<file path="config.mk">
export PLATFORM = sky130hd
export DESIGN_NAME = cv32e40p_perm_fault_detector_ft
export DESIGN_NICKNAME = d
export VERILOG_FILES = /design/src/rtl/cv32e40p_ft_pkg.sv /design/src/rtl/cv32e40p_fault_counter_ft.sv /design/src/rtl/cv32e40p_perm_fault_detector_ft.sv
export SDC_FILE = /design/constraint.sdc
export NUM_CORES = 1
export LEC_CHECK = 0
export CORE_ASPECT_RATIO = 1.75
export CORE_MARGIN = 8
export CORE_UTILIZATION = 65
export CTS_BUF_LIST = sky130_fd_sc_hd__clkbuf_2 sky130_fd_sc_hd__clkbuf_4 sky130_fd_sc_hd__clkbuf_8
export DETAILED_ROUTE_END_ITERATION = 8
export GPL_ROUTABILITY_DRIVEN = 0
export GPL_TIMING_DRIVEN = 0
export PLACE_DENSITY = 0.86
export SYNTH_ARGS = -nofsm -noshare
export SYNTH_HDL_FRONTEND = slang
export SYNTH_SLANG_ARGS = --single-unit
export TNS_END_PERCENT = 30
</file>
<file path="constraint.sdc">
create_clock -name clk -period 7.4 [get_ports clk]
set_input_delay 1.48 -clock clk [delete_from_list [all_inputs] [get_ports clk]]
set_output_delay 1.48 -clock clk [all_outputs]
set_load 0.01 [all_outputs]
</file>
<file path="src/rtl/cv32e40p_ft_pkg.sv">
// Shared sizing and helpers for the permanent-fault detector slice.
package cv32e40p_ft_pkg;

  localparam int N_ALU  = 4;
  localparam int N_MULT = 3;

  function automatic logic [3:0] popcount(input logic [7:0] v);
    logic [3:0] n;
    n = '0;
    for (int i = 0; i < 8; i++) begin
      n = n + {3'b000, v[i]};
    end
    return n;
  endfunction

endpackage

</file>
<file path="src/rtl/cv32e40p_fault_counter_ft.sv">
// One unit's leaky saturating error counter with a sticky permanent-fault flag.
module cv32e40p_fault_counter_ft #(
  parameter int CNT_W     = 4,
  parameter int THRESHOLD = 8,
  parameter int DECAY_N   = 16
) (
  input  logic clk,
  input  logic rst_n,
  input  logic clear,
  input  logic inc,
  input  logic clean,
  output logic flag,
  output logic rise
);

  localparam int STR_W = (DECAY_N > 1) ? $clog2(DECAY_N) : 1;
  localparam logic [CNT_W-1:0] CNT_MAX = {CNT_W{1'b1}};

  logic [CNT_W-1:0] cnt, cnt_nxt;
  logic [STR_W-1:0] streak, streak_nxt;
  logic             flag_nxt;

  // Counter and streak freeze once the unit is declared faulty.
  always_comb begin
    cnt_nxt    = cnt;
    streak_nxt = streak;
    if (!flag) begin
      if (inc) begin
        cnt_nxt    = (cnt == CNT_MAX) ? cnt : cnt + CNT_W'(1);
        streak_nxt = '0;
      end else if (clean) begin
        if (streak == STR_W'(DECAY_N - 1)) begin
          cnt_nxt    = (cnt == '0) ? cnt : cnt - CNT_W'(1);
          streak_nxt = '0;
        end else begin
          streak_nxt = streak + STR_W'(1);
        end
      end
    end
    flag_nxt = flag | (cnt_nxt >= CNT_W'(THRESHOLD));
  end

  assign rise = flag_nxt & ~flag;

  always_ff @(posedge clk) begin
    if (!rst_n || clear) begin
      cnt    <= '0;
      streak <= '0;
      flag   <= 1'b0;
    end else begin
      cnt    <= cnt_nxt;
      streak <= streak_nxt;
      flag   <= flag_nxt;
    end
  end

endmodule

</file>
<file path="src/rtl/cv32e40p_perm_fault_detector_ft.sv">
// Qualifies voter mismatch reports per op and turns recurring per-unit errors into sticky fault masks.
module cv32e40p_perm_fault_detector_ft
  import cv32e40p_ft_pkg::*;
#(
  parameter int CNT_W     = 4,
  parameter int THRESHOLD = 8,
  parameter int DECAY_N   = 16
) (
  input  logic              clk,
  input  logic              rst_n,
  input  logic              clear_i,
  input  logic              alu_valid_i,
  input  logic [N_ALU-1:0]  alu_active_i,
  input  logic [N_ALU-1:0]  alu_err_i,
  input  logic              mult_valid_i,
  input  logic [N_MULT-1:0] mult_err_i,
  output logic [N_ALU-1:0]  permanent_faulty_alu_o,
  output logic [N_MULT-1:0] permanent_faulty_mult_o,
  output logic              new_fault_o,
  output logic              ambiguous_o
);

  logic [N_ALU-1:0]  alu_healthy, alu_eff, alu_inc, alu_clean, alu_rise;
  logic [N_MULT-1:0] mult_healthy, mult_eff, mult_inc, mult_clean, mult_rise;
  logic [3:0]        alu_n_err, alu_n_h, mult_n_err, mult_n_h;
  logic              alu_accept, alu_is_clean, alu_amb;
  logic              mult_accept, mult_is_clean, mult_amb;

  // A single error is only attributable when at least three healthy units voted.
  always_comb begin
    alu_healthy   = alu_active_i & ~permanent_faulty_alu_o;
    alu_eff       = alu_err_i & alu_healthy;
    alu_n_err     = popcount({{(8-N_ALU){1'b0}}, alu_eff});
    alu_n_h       = popcount({{(8-N_ALU){1'b0}}, alu_healthy});
    alu_accept    = alu_valid_i && (alu_n_err == 4'd1) && (alu_n_h >= 4'd3);
    alu_is_clean  = alu_valid_i && (alu_n_err == 4'd0);
    alu_amb       = alu_valid_i && ((alu_n_err >= 4'd2) || ((alu_n_err == 4'd1) && (alu_n_h < 4'd3)));
    alu_inc       = alu_eff & {N_ALU{alu_accept}};
    alu_clean     = alu_healthy & {N_ALU{alu_is_clean}};

    mult_healthy  = ~permanent_faulty_mult_o;
    mult_eff      = mult_err_i & mult_healthy;
    mult_n_err    = popcount({{(8-N_MULT){1'b0}}, mult_eff});
    mult_n_h      = popcount({{(8-N_MULT){1'b0}}, mult_healthy});
    mult_accept   = mult_valid_i && (mult_n_err == 4'd1) && (mult_n_h >= 4'd3);
    mult_is_clean = mult_valid_i && (mult_n_err == 4'd0);
    mult_amb      = mult_valid_i && ((mult_n_err >= 4'd2) || ((mult_n_err == 4'd1) && (mult_n_h < 4'd3)));
    mult_inc      = mult_eff & {N_MULT{mult_accept}};
    mult_clean    = mult_healthy & {N_MULT{mult_is_clean}};
  end

  for (genvar i = 0; i < N_ALU; i++) begin : g_alu
    cv32e40p_fault_counter_ft #(
      .CNT_W(CNT_W), .THRESHOLD(THRESHOLD), .DECAY_N(DECAY_N)
    ) u_cnt (
      .clk   (clk),
      .rst_n (rst_n),
      .clear (clear_i),
      .inc   (alu_inc[i]),
      .clean (alu_clean[i]),
      .flag  (permanent_faulty_alu_o[i]),
      .rise  (alu_rise[i])
    );
  end

  for (genvar i = 0; i < N_MULT; i++) begin : g_mult
    cv32e40p_fault_counter_ft #(
      .CNT_W(CNT_W), .THRESHOLD(THRESHOLD), .DECAY_N(DECAY_N)
    ) u_cnt (
      .clk   (clk),
      .rst_n (rst_n),
      .clear (clear_i),
      .inc   (mult_inc[i]),
      .clean (mult_clean[i]),
      .flag  (permanent_faulty_mult_o[i]),
      .rise  (mult_rise[i])
    );
  end

  always_ff @(posedge clk) begin
    if (!rst_n || clear_i) begin
      new_fault_o <= 1'b0;
      ambiguous_o <= 1'b0;
    end else begin
      new_fault_o <= |{alu_rise, mult_rise};
      ambiguous_o <= alu_amb | mult_amb;
    end
  end

endmodule

</file>
# Yosys cells after proc, flatten, opt, wreduce, memory -nomap -nowiden
# Cells that the tools add are included.
dict set report word_totals {
  ff_bits 65
  inputBits 16
  output_inout_bits 9
  wordCells 215
}
dict set report classes {
  addsub 31
  order_cmp 13
  eq_ne 16
  mux 63
  n_bitwise 31
  reduce_logical 38
}
# cell n
set op_table {}
lappend op_table {{$mux W4} 63}
lappend op_table {{$add A4 B1 Y4 const B} 14}
lappend op_table {{$eq A4 B4 Y1 const B} 14}
lappend op_table {{$logic_not A4 Y1} 9}
lappend op_table {{$ge A4 B4 Y1 const B} 7}
lappend op_table {{$sub A4 B1 Y4 const B} 7}
lappend op_table {{$and A4 B4 Y4} 4}
lappend op_table {{$reduce_and A2 Y1} 7}
lappend op_table {{$reduce_bool A2 Y1} 7}
lappend op_table {{$add A2 B1 Y3} 4}
lappend op_table {{$logic_and A1 B1 Y1} 10}
lappend op_table {{$and A3 B3 Y3} 3}
lappend op_table {{$add A1 B1 Y2} 4}
lappend op_table {{$add A3 B1 Y4} 2}
lappend op_table {{$ge A4 B2 Y1 const B} 2}
lappend op_table {{$or A1 B1 Y1} 8}
lappend op_table {{$and A1 B1 Y1} 7}
lappend op_table {{$not A1 Y1} 7}
lappend op_table {{$reduce_or A7 Y1} 1}
lappend op_table {{$ge A3 B2 Y1 const B} 2}
lappend op_table {{$eq A4 B1 Y1 const B} 1}
lappend op_table {{$lt A4 B2 Y1 const B} 1}
lappend op_table {{$not A4 Y4} 1}
lappend op_table {{$eq A3 B1 Y1 const B} 1}
lappend op_table {{other kinds (4)} 6}

# Logic depth before layout (Yosys ltp)
# Gate-level depths: netlist of the first run.
dict set report depth {
  ltp_word 16
  ltp_mapped 13
  ltp_nobuf 13
}

# Modules after synthesis
# Synthesis of the first run repeated with hierarchy kept, for this count alone.
dict set report unflattened {
  hier_cells 617
  area_unflattened_um2 4894.7
}
# mod instances cells_each area_each_um2 seq_area_each_um2
set by_module_without_submodules {}
lappend by_module_without_submodules {cv32e40p_fault_counter_ft 7 80 630.6 180.2}
lappend by_module_without_submodules {cv32e40p_perm_fault_detector_ft 1 57 480.5 40.0}

# Worst setup path before layout of the first run
# No wires, ideal clock.
dict set report synth_timing {
  path_kind {input -> register}
  startpoint {input alu_active_i[1]}
  endpoint {register new_fault_o}
  setup_ns 0.133
  arrival_ns 4.390
  required_time_ns 7.267
  setup_slack_ns 2.877
  cell_stages 13
  path_buffers 0
  path_cell_list {nor2b_1 -> nand2_1 -> fa_1 -> inv_1 -> ha_1 -> inv_1 -> ha_1 -> or4b_4 -> or4_4 -> nor2_1 -> a21oi_1 -> nor4b_2 -> a31oi_1}
}
dict set report synth_between {
  elab_chain_cells 15
  word_cells_on_any_way 41
  classes_between {add/sub (6); order compare (5); eq/ne (1); mux (12); bitwise (12); reduce/logical (5)}
}
# element line_no
set synth_lines {}
lappend synth_lines {{from (decl)} cv32e40p_perm_fault_detector_ft.sv:13} ;# input logic [N_ALU-1:0] alu_active_i,
lappend synth_lines {{$and A4 B4 Y4 *} cv32e40p_perm_fault_detector_ft.sv:31} ;# alu_healthy = alu_active_i & ~permanent_faulty_alu_o;
lappend synth_lines {{$and A4 B4 Y4} cv32e40p_perm_fault_detector_ft.sv:32} ;# alu_eff = alu_err_i & alu_healthy;
lappend synth_lines {{$add A1 B1 Y2} cv32e40p_ft_pkg.sv:11} ;# n = n + {3'b000, v[i]};
lappend synth_lines {{$add A2 B1 Y3} cv32e40p_ft_pkg.sv:11}
lappend synth_lines {{$add A3 B1 Y4} cv32e40p_ft_pkg.sv:11}
lappend synth_lines {{$logic_not A4 Y1 / $eq A4 B1 Y1 (equally long branches)} {cv32e40p_perm_fault_detector_ft.sv:36, cv32e40p_perm_fault_detector_ft.sv:35}}
lappend synth_lines {{$logic_and A1 B1 Y1, on equally long branches} {cv32e40p_perm_fault_detector_ft.sv:36, cv32e40p_perm_fault_detector_ft.sv:35}}
lappend synth_lines {{$and A4 B4 Y4 / $logic_and A1 B1 Y1 (equally long branches)} {cv32e40p_perm_fault_detector_ft.sv:39, cv32e40p_perm_fault_detector_ft.sv:35}}
lappend synth_lines {{$mux W4 / $and A4 B4 Y4 (equally long branches)} {cv32e40p_fault_counter_ft.sv:31, cv32e40p_perm_fault_detector_ft.sv:38}}
lappend synth_lines {{$mux W4} cv32e40p_fault_counter_ft.sv:28} ;# if (inc) begin
lappend synth_lines {{$mux W4} cv32e40p_fault_counter_ft.sv:27} ;# if (!flag) begin
lappend synth_lines {{$ge A4 B4 Y1} cv32e40p_fault_counter_ft.sv:40} ;# flag_nxt = flag | (cnt_nxt >= CNT_W'(THRESHOLD));
lappend synth_lines {{$or A1 B1 Y1} cv32e40p_fault_counter_ft.sv:40}
lappend synth_lines {{$and A1 B1 Y1} cv32e40p_fault_counter_ft.sv:43} ;# assign rise = flag_nxt & ~flag;
lappend synth_lines {{$reduce_or A7 Y1 *} cv32e40p_perm_fault_detector_ft.sv:85} ;# new_fault_o <= |{alu_rise, mult_rise};
lappend synth_lines {{to (signal assigned)} cv32e40p_perm_fault_detector_ft.sv:85}
lappend synth_lines {{to (decl)} cv32e40p_perm_fault_detector_ft.sv:19} ;# output logic new_fault_o,
# Mark *: on every way between the ends. The rest lies on a longest branch, timed or not.
# A chain may end at the register's enable or synchronous reset.

# Final worst setup path of the first run
dict set report layout_timing {
  startpoint {input alu_active_i[0]}
  endpoint {register new_fault_o}
}
# The elaborated chain is that of the path after synthesis.

==> results of run 1 <==
[report_power, final]
| part | switching, mW | internal (mW) | total (mW) |
|---|---|---|---|
| registers | 0.00312 | 0.353 | 0.356 |
| logic | 0.0544 | 0.0385 | 0.0929 |
| clock network | 0.134 | 0.190 | 0.324 |
[area by class of cell]
class	instances	share of cell area, %
multi-input combinational	401	56.0
sequential	65	27.5
timing repair buffer	24	5.07
clock buffer	14	3.80
inverter	33	2.61
buffer	21	2.22
tap	80	2.11
clock inverter	2	0.739
[flip-flops by register name, summed over array words and instances, names as in the netlist]
signal               count
new_fault_o              1
g_alu.u_cnt.cnt         16
g_mult.u_cnt.streak     12
g_mult.u_cnt.cnt        12
g_alu.u_cnt.flag         4
g_mult.u_cnt.flag        3
g_alu.u_cnt.streak      16
ambiguous_o              1
[per-stage QoR]
step / utilization (%) / cells / area [um2] / setup WS [ns] / hold WS (ns)
floorplan: - / 520 / 4180 / 2.88 / 0.451
global placement: 72.6 / 624 / 4520 / 1.90 / 0.467
detailed placement: 72.6 / 624 / 4520 / 1.91 / 0.491
CTS: 76.1 / 640 / 4740 / 2.25 / 0.501
global route: 76.1 / 640 / 4740 / 2.00 / 0.515
finish: 76.1 / 640 / 4740 / 2.21 / 0.498
[cells by family after synthesis]
family	Yosys count	share of synthesized area (%)
simple gates	227	29.2
compound gates	110	17.1
flops	65	31.1
buf+inv	54	5.47
fa+ha+maj	30	9.51
xor+xnor	21	4.40
mux	13	3.23
[layer usage]
metal	global-route usage [%]	share of wire, %
met5	0	0
met4	9.32	2.3
met2	41.4	55
met3	6.56	3.7
met1	20.0	39
[layout by cell type, fill, tap and decap left out, types with 7 or more instances in the layout]
master	synthesis	layout
clkbuf_1	12	12
nand2_1	46	46
nor2b_1	10	10
and3_1	10	10
ha_1	27	27
a31oi_1	10	10
inv_1	33	33
a21oi_1	31	31
buf_4	7	7
nor3_1	20	20
o21ai_0	18	18
nand4_1	9	9
mux2i_1	9	9
xor2_1	10	10
nor4_1	7	7
nand3_1	26	26
nor2_1	56	56
dfxtp_1	65	65
clkdlybuf4s50_1	0	24
clkbuf_8	0	12
xnor2_1	11	11
or3_1	8	8
[worst max path at each step]
stage	cells past startpoint	slack [ns]	to	start
3_3_place_gp	14	1.90	new_fault_o	alu_active_i[1]
4_1_cts	14	2.25	new_fault_o	alu_active_i[1]
6_report	14	2.21	new_fault_o	alu_active_i[0]
2_1_floorplan	13	2.88	new_fault_o	alu_active_i[1]
3_5_place_dp	14	1.91	new_fault_o	alu_active_i[1]
5_1_grt	14	2.00	new_fault_o	alu_active_i[0]
[critical path, stage by stage]
cell,delay (ns)
clkdlybuf4s50_1,0.49
and3b_1,0.24
inv_1,0.09
fa_1,0.54
inv_1,0.04
ha_1,0.20
inv_1,0.06
ha_1,0.28
nor4b_2,0.77
nand2_1,0.22
o21a_1,0.23
o31ai_1,0.39
a2bb2oi_1,0.25
a31oi_1,0.11
==> summary.md, run 1 <==
| Metric | Value |
|---|---|
| Worst reg2reg endpoint | `new_fault_o` |
| Clock insertion delay at the later pin of the skew report | `0.36 ns` |
| Reg-to-reg startpoint | `g_alu[0].u_cnt.flag` |
| Total CTS buffers | `9` |
| IO Pins | `25` |
| Average cell area after synthesis | `8.05 um2` |
| Die ar. | `around 9400 um2` |
| Hold Crit Endpoint | `g_alu[0].u_cnt.streak[3]` |
| Drt via density | `between 6 and 7` |
| DR DRC count | `0` |
| Via count | `3846` |
| Worst min path class | `reg2reg` |
| Register area | `1300 um2` |
| CP Data Arrival Time | `5.40 ns` |
| Area Growth Syn to Fin | `13.3%` |
| Final Hold Violating Endpoints | `0` |
| Distinct cells, synth | `a little under 60` |
| Hpwl dp | `7280 um` |
| Row cnt | `38` |
| RSZ-0062 raised after global routing | `no` |
| Slew Viols, Final | `0` |
| Clk slew on worst S/H paths | `0.06 ns` |
| DRT Pass-1 Iters | `4` |
| Worst vdd ir | `0.000136 V` |
| TNS Setup | `0 ns` |
| Cts repair resizes | `0` |
| Hold Path Depth | `2` |
| Pin count of the biggest net entering global routing | `11` |
| Starting DRC count in detailed routing | `217` |
| Hold Startpoint | `g_alu[0].u_cnt.streak[3]` |
| Fillers | `474` |
| Share of cells above drive strength 1 | `7.32%` |
| Top cells by area, synth | `dfxtp_1 31%, ha_1 8.1%, nor2_1 5.0%` |
| Flop and latch count out of synthesis | `65` |
| Power Density | `163 nW/um2` |
| Number of flops mapped to enable cells by yosys | `0` |
| Post-synthesis instance total | `520` |
| Max Cap Viol | `0` |
| Maximum clock rate | `193 MHz` |
| Slew HR | `44.7%` |
| CORE AREA | `6230 um2` |
| First-pass GRT wire length | `16500 um` |
| Port-buffer cells | `24` |
| Status | `finished, final reports clean` |
| Worst-Margin Slew | `0.827 ns` |
| Initial antenna violation count | `0` |
| Fin crit period | `5.19 ns` |
| Post-Syn Area | `4180 um2` |
| GRT Util Overall | `21.3%` |
| Ys flop type | `dfxtp_1` |
| Clock Skew | `0.00999 ns` |
| Synth area leader | `dfxtp_1` |
| WL/cell | `around 15 um` |
| Crit share post-route | `between 70% and 80%` |
| Worst r2r path cells | `13` |
| CP endpoint kind | `register` |
| H-tree depth | `3` |
| Async S/R FF share, synth | `0%` |
| CTS Buffer Depth | `2` |
| Worst setup SP type | `primary input` |
| Final ANT Viol Nets | `0` |
| Register area share after synthesis | `31.1%` |
| CP max FO | `9` |
| Die width | `~77 um` |
| Leakage | `between 1.5 and 2 nW` |
| Initial Utilization | `approximately two thirds` |
| Reg2reg setup slack | `3.40 ns` |
| Nets | `601` |
| Crit path kind | `in2reg` |
| ANT cells | `0` |
| Clock Root Buffer | `clkbuf_8` |
| CTS Sinks | `65` |
| Synth top cells by count | `65 x dfxtp_1, 56 x nor2_1, 46 x nand2_1, 33 x inv_1, 31 x a21oi_1` |
| Syn. warnings | `0` |
| Post-CTS Setup Bufs | `0` |
| Yosys top cell area share | `31.1%` |
| Syn Nets | `566` |
| Post-CTS Hold Fix Bufs | `0` |
| Grt ovf | `0` |
| Multi-input logic area | `2650 um2` |
| WL final | `around 9500 um` |
| CTS tree | `done` |
| Die height | `between 100 and 150 um` |
| Most common cell in the netlist | `dfxtp_1` |
| Total power | `773 uW` |
| Worst Path Required | `between 7 and 8 ns` |
| Setup Viol. Count Final | `0` |
| Number of global-route vias before repair | `3769` |
Power figures use the tool's default switching activity.
==> inputs of run 2 (changes only) <==
- CORE_UTILIZATION: 65 -> 56
- PLACE_DENSITY: 0.86 -> 0.79
- clock period: 7.4 -> 4.3 ns (I/O delays scaled with it)
==> run 2 against run 1 <==
Against the previous run: sequential power is 72% higher; clock power is 82% higher; sequential share of layout area is 0.57 points lower; sequential cell count stayed put; largest cell class unchanged; clock skew is 0.0012 ns higher; global-route usage is 1.4 points lower; power is 78% higher; clock-buffer cell count is 2 lower; setup slack worse by 2.1 ns; register-to-register slack worse by 2.7 ns; die area is 13% higher.
==> summary.md, run 2 (synthesis gave the netlist of run 1 again) <==
| Metric | Value |
|---|---|
| Status | `finished, final reports clean` |
| Worst r2r path cells | `13` |
| Fin crit period | `4.17 ns` |
| Worst vdd ir | `0.000296 V` |
| WL/cell | `15.3 um` |
| H-tree depth | `3` |
| Total CTS buffers | `9` |
| DR DRC count | `0` |
| Initial Utilization | `about 58%` |
| Slew HR | `51.9%` |
| IO Pins | `25` |
| Fillers | `606` |
| Commonest non-fill, non-tap cell in the layout | `dfxtp_1` |
| CP endpoint kind | `register` |
| Dpl ws | `-0.565 ns` |
| Starting DRC count in detailed routing | `roughly 250` |
| Worst reg2reg endpoint | `new_fault_o` |
| Share of cells above drive strength 1 | `9.22%` |
| Crit path max-delay family | `simple AND/OR/NAND/NOR gates` |
| Largest regs | `g_alu.u_cnt.cnt (16), g_alu.u_cnt.streak (16)` |
| Slowest CP cell | `or4b_4` |
| Row cnt | `41` |
| Area Growth Syn to Fin | `15.7%` |
| Worst setup margin | `between 0.1 and 0.15 ns` |
| Clock Skew | `0.0112 ns` |
| Crit path cell chain | `clkdlybuf4s50_1, and3b_2, inv_1, fa_1, inv_1, ha_1, inv_1, ha_4, or4b_4, or4_4, nor2_2, a21oi_1, nor4b_2, a31oi_1` |
| Hold Crit Endpoint | `g_mult[1].u_cnt.streak[3]` |
| Worst Path Required | `4.52 ns` |
| Setup Viol. Count Final | `0` |
| First-pass GRT wire length | `between 15000 and 20000 um` |
| Clock Root Buffer | `clkbuf_8` |
| Hpwl dp | `7380 um` |
| Fin util | `66.9%` |
| Post-CTS Hold Fix Bufs | `0` |
| RSZ-0062 raised after global routing | `no` |
| Die ar. | `10600 um2` |
| DRT Pass-1 Iters | `5` |
| Reg-to-reg startpoint | `g_alu[0].u_cnt.flag` |
| Final Hold Violating Endpoints | `0` |
| Crit path kind | `in2reg` |
| CTS Buffer Depth | `2` |
| Largest stage delay, worst path | `0.53 ns` |
| Hold WS | `0.498 ns` |
| Worst min path class | `reg2reg` |
| Clk slew on worst S/H paths | `0.07 ns` |
| Clock insertion delay at the later pin of the skew report | `roughly 0.36 ns` |
| Reg2reg setup slack | `a little over 0.7 ns` |
| Hold Path Depth | `2` |
| Power Density | `285 nW/um2` |
| ANT cells | `0` |
| Initial antenna violation count | `0` |
| Slew Viols, Final | `0` |
| Pin count of the biggest net entering global routing | `11` |
| CTS Sinks | `65` |
| Worst setup SP type | `primary input` |
| Port-buffer cells | `24` |
| Total power | `1.38 mW` |
| Max Cap Viol | `0` |
| Hold Startpoint | `g_mult[1].u_cnt.streak[3]` |
| CTS tree | `done` |
| Leakage | `1.78 nW` |
| Critical path's most frequent cell | `inv_1` |
| CORE AREA | `7230 um2` |
| Die width | `81.3 um` |
| Grt ovf | `0` |
| Crit share post-route | `96.9%` |
| Most frequent cells in the layout | `65 x dfxtp_1, 55 x nor2_1, 45 x nand2_1` |
| Non-Filler Instances | `650` |
| CP max FO | `5` |
| Worst-Margin Slew | `0.720 ns` |
| Dpl cells | `630` |
| Number of global-route vias before repair | `3865` |
| Nets | `between 600 and 700` |
| GRT Util Overall | `19.9%` |
| Die height | `130 um` |
| Maximum clock rate | `between 200 and 250 MHz` |
| Via count | `3957` |
| Drt via density | `6.09` |
| CP Data Arrival Time | `4.38 ns` |
| Final ANT Viol Nets | `0` |
| Critical path buffer and inverter count | `4` |
| WL final | `~10000 um` |
==> run 2: cell type report <==
type,count,area [um2],area share [%]
plain buffers,21,105,2.17
clock buffers,12,153,3.15
clock inverters,3,65.1,1.34
inverters,33,124,2.56
multi-input cells,401,2710,55.9
flip-flops and latches,65,1300,26.9
well taps,86,108,2.22
repair buffers,29,278,5.74
==> run 2: worst max path at each step <==
stage | startpoint | endpoint | slack [ns] | cells after the start
final | alu_active_i[0] | new_fault_o | 0.13 | 14
after global placement | alu_active_i[1] | new_fault_o | -0.53 | 14
after global routing | alu_active_i[0] | new_fault_o | 0.02 | 14
after floorplan | alu_active_i[1] | new_fault_o | 0.40 | 13
after CTS | alu_active_i[1] | new_fault_o | 0.008 | 14
after detailed placement | alu_active_i[1] | new_fault_o | -0.56 | 14
==> run 2: routing by layer <==
layer | GRT usage (%) | wire length, um
met1 | 19.6 | 3840
met2 | 36.4 | 5220
met3 | 4.61 | 506
met4 | 11.3 | 373
met5 | 0 | 0
==> run 2: worst reg2reg max path: stages (launching register included) <==
cell and delay, ns:
dfxtp_1 0.36, and3b_2 0.27, inv_1 0.06, fa_1 0.52
inv_1 0.05, ha_1 0.21, inv_1 0.11, ha_4 0.23
or4b_4 0.53, or4_4 0.53, nor2_2 0.11, a21oi_1 0.05
nor4b_2 0.29, a31oi_1 0.11
==> run 2: power breakdown <==
| group | switching [mW] | internal (mW) | leakage (nW) |
|---|---|---|---|
| clock network | 0.238 | 0.351 | 0.113 |
| registers | 0.00527 | 0.607 | 0.524 |
| logic | 0.101 | 0.0749 | 1.14 |
==> run 2: what timing repair did <==
| action | CTS | global route |
|---|---|---|
| setup endpoints to repair | 6 | 13 |
| endpoints found under the hold margin | 0 | 0 |
| setup buffers | 0 | 5 |
| pin swaps | 0 | 7 |
| gates resized for setup | 2 | 10 |
==> run 2: stage by stage <==
| stage | area (um2) | setup TNS, ns |
|---|---|---|
| finish | 4840 | 0 |
| global route | 4840 | 0 |
| CTS | 4760 | 0 |
| detailed placement | 4530 | -6.15 |
| global placement | 4530 | -4.87 |
| floorplan | 4180 | 0 |
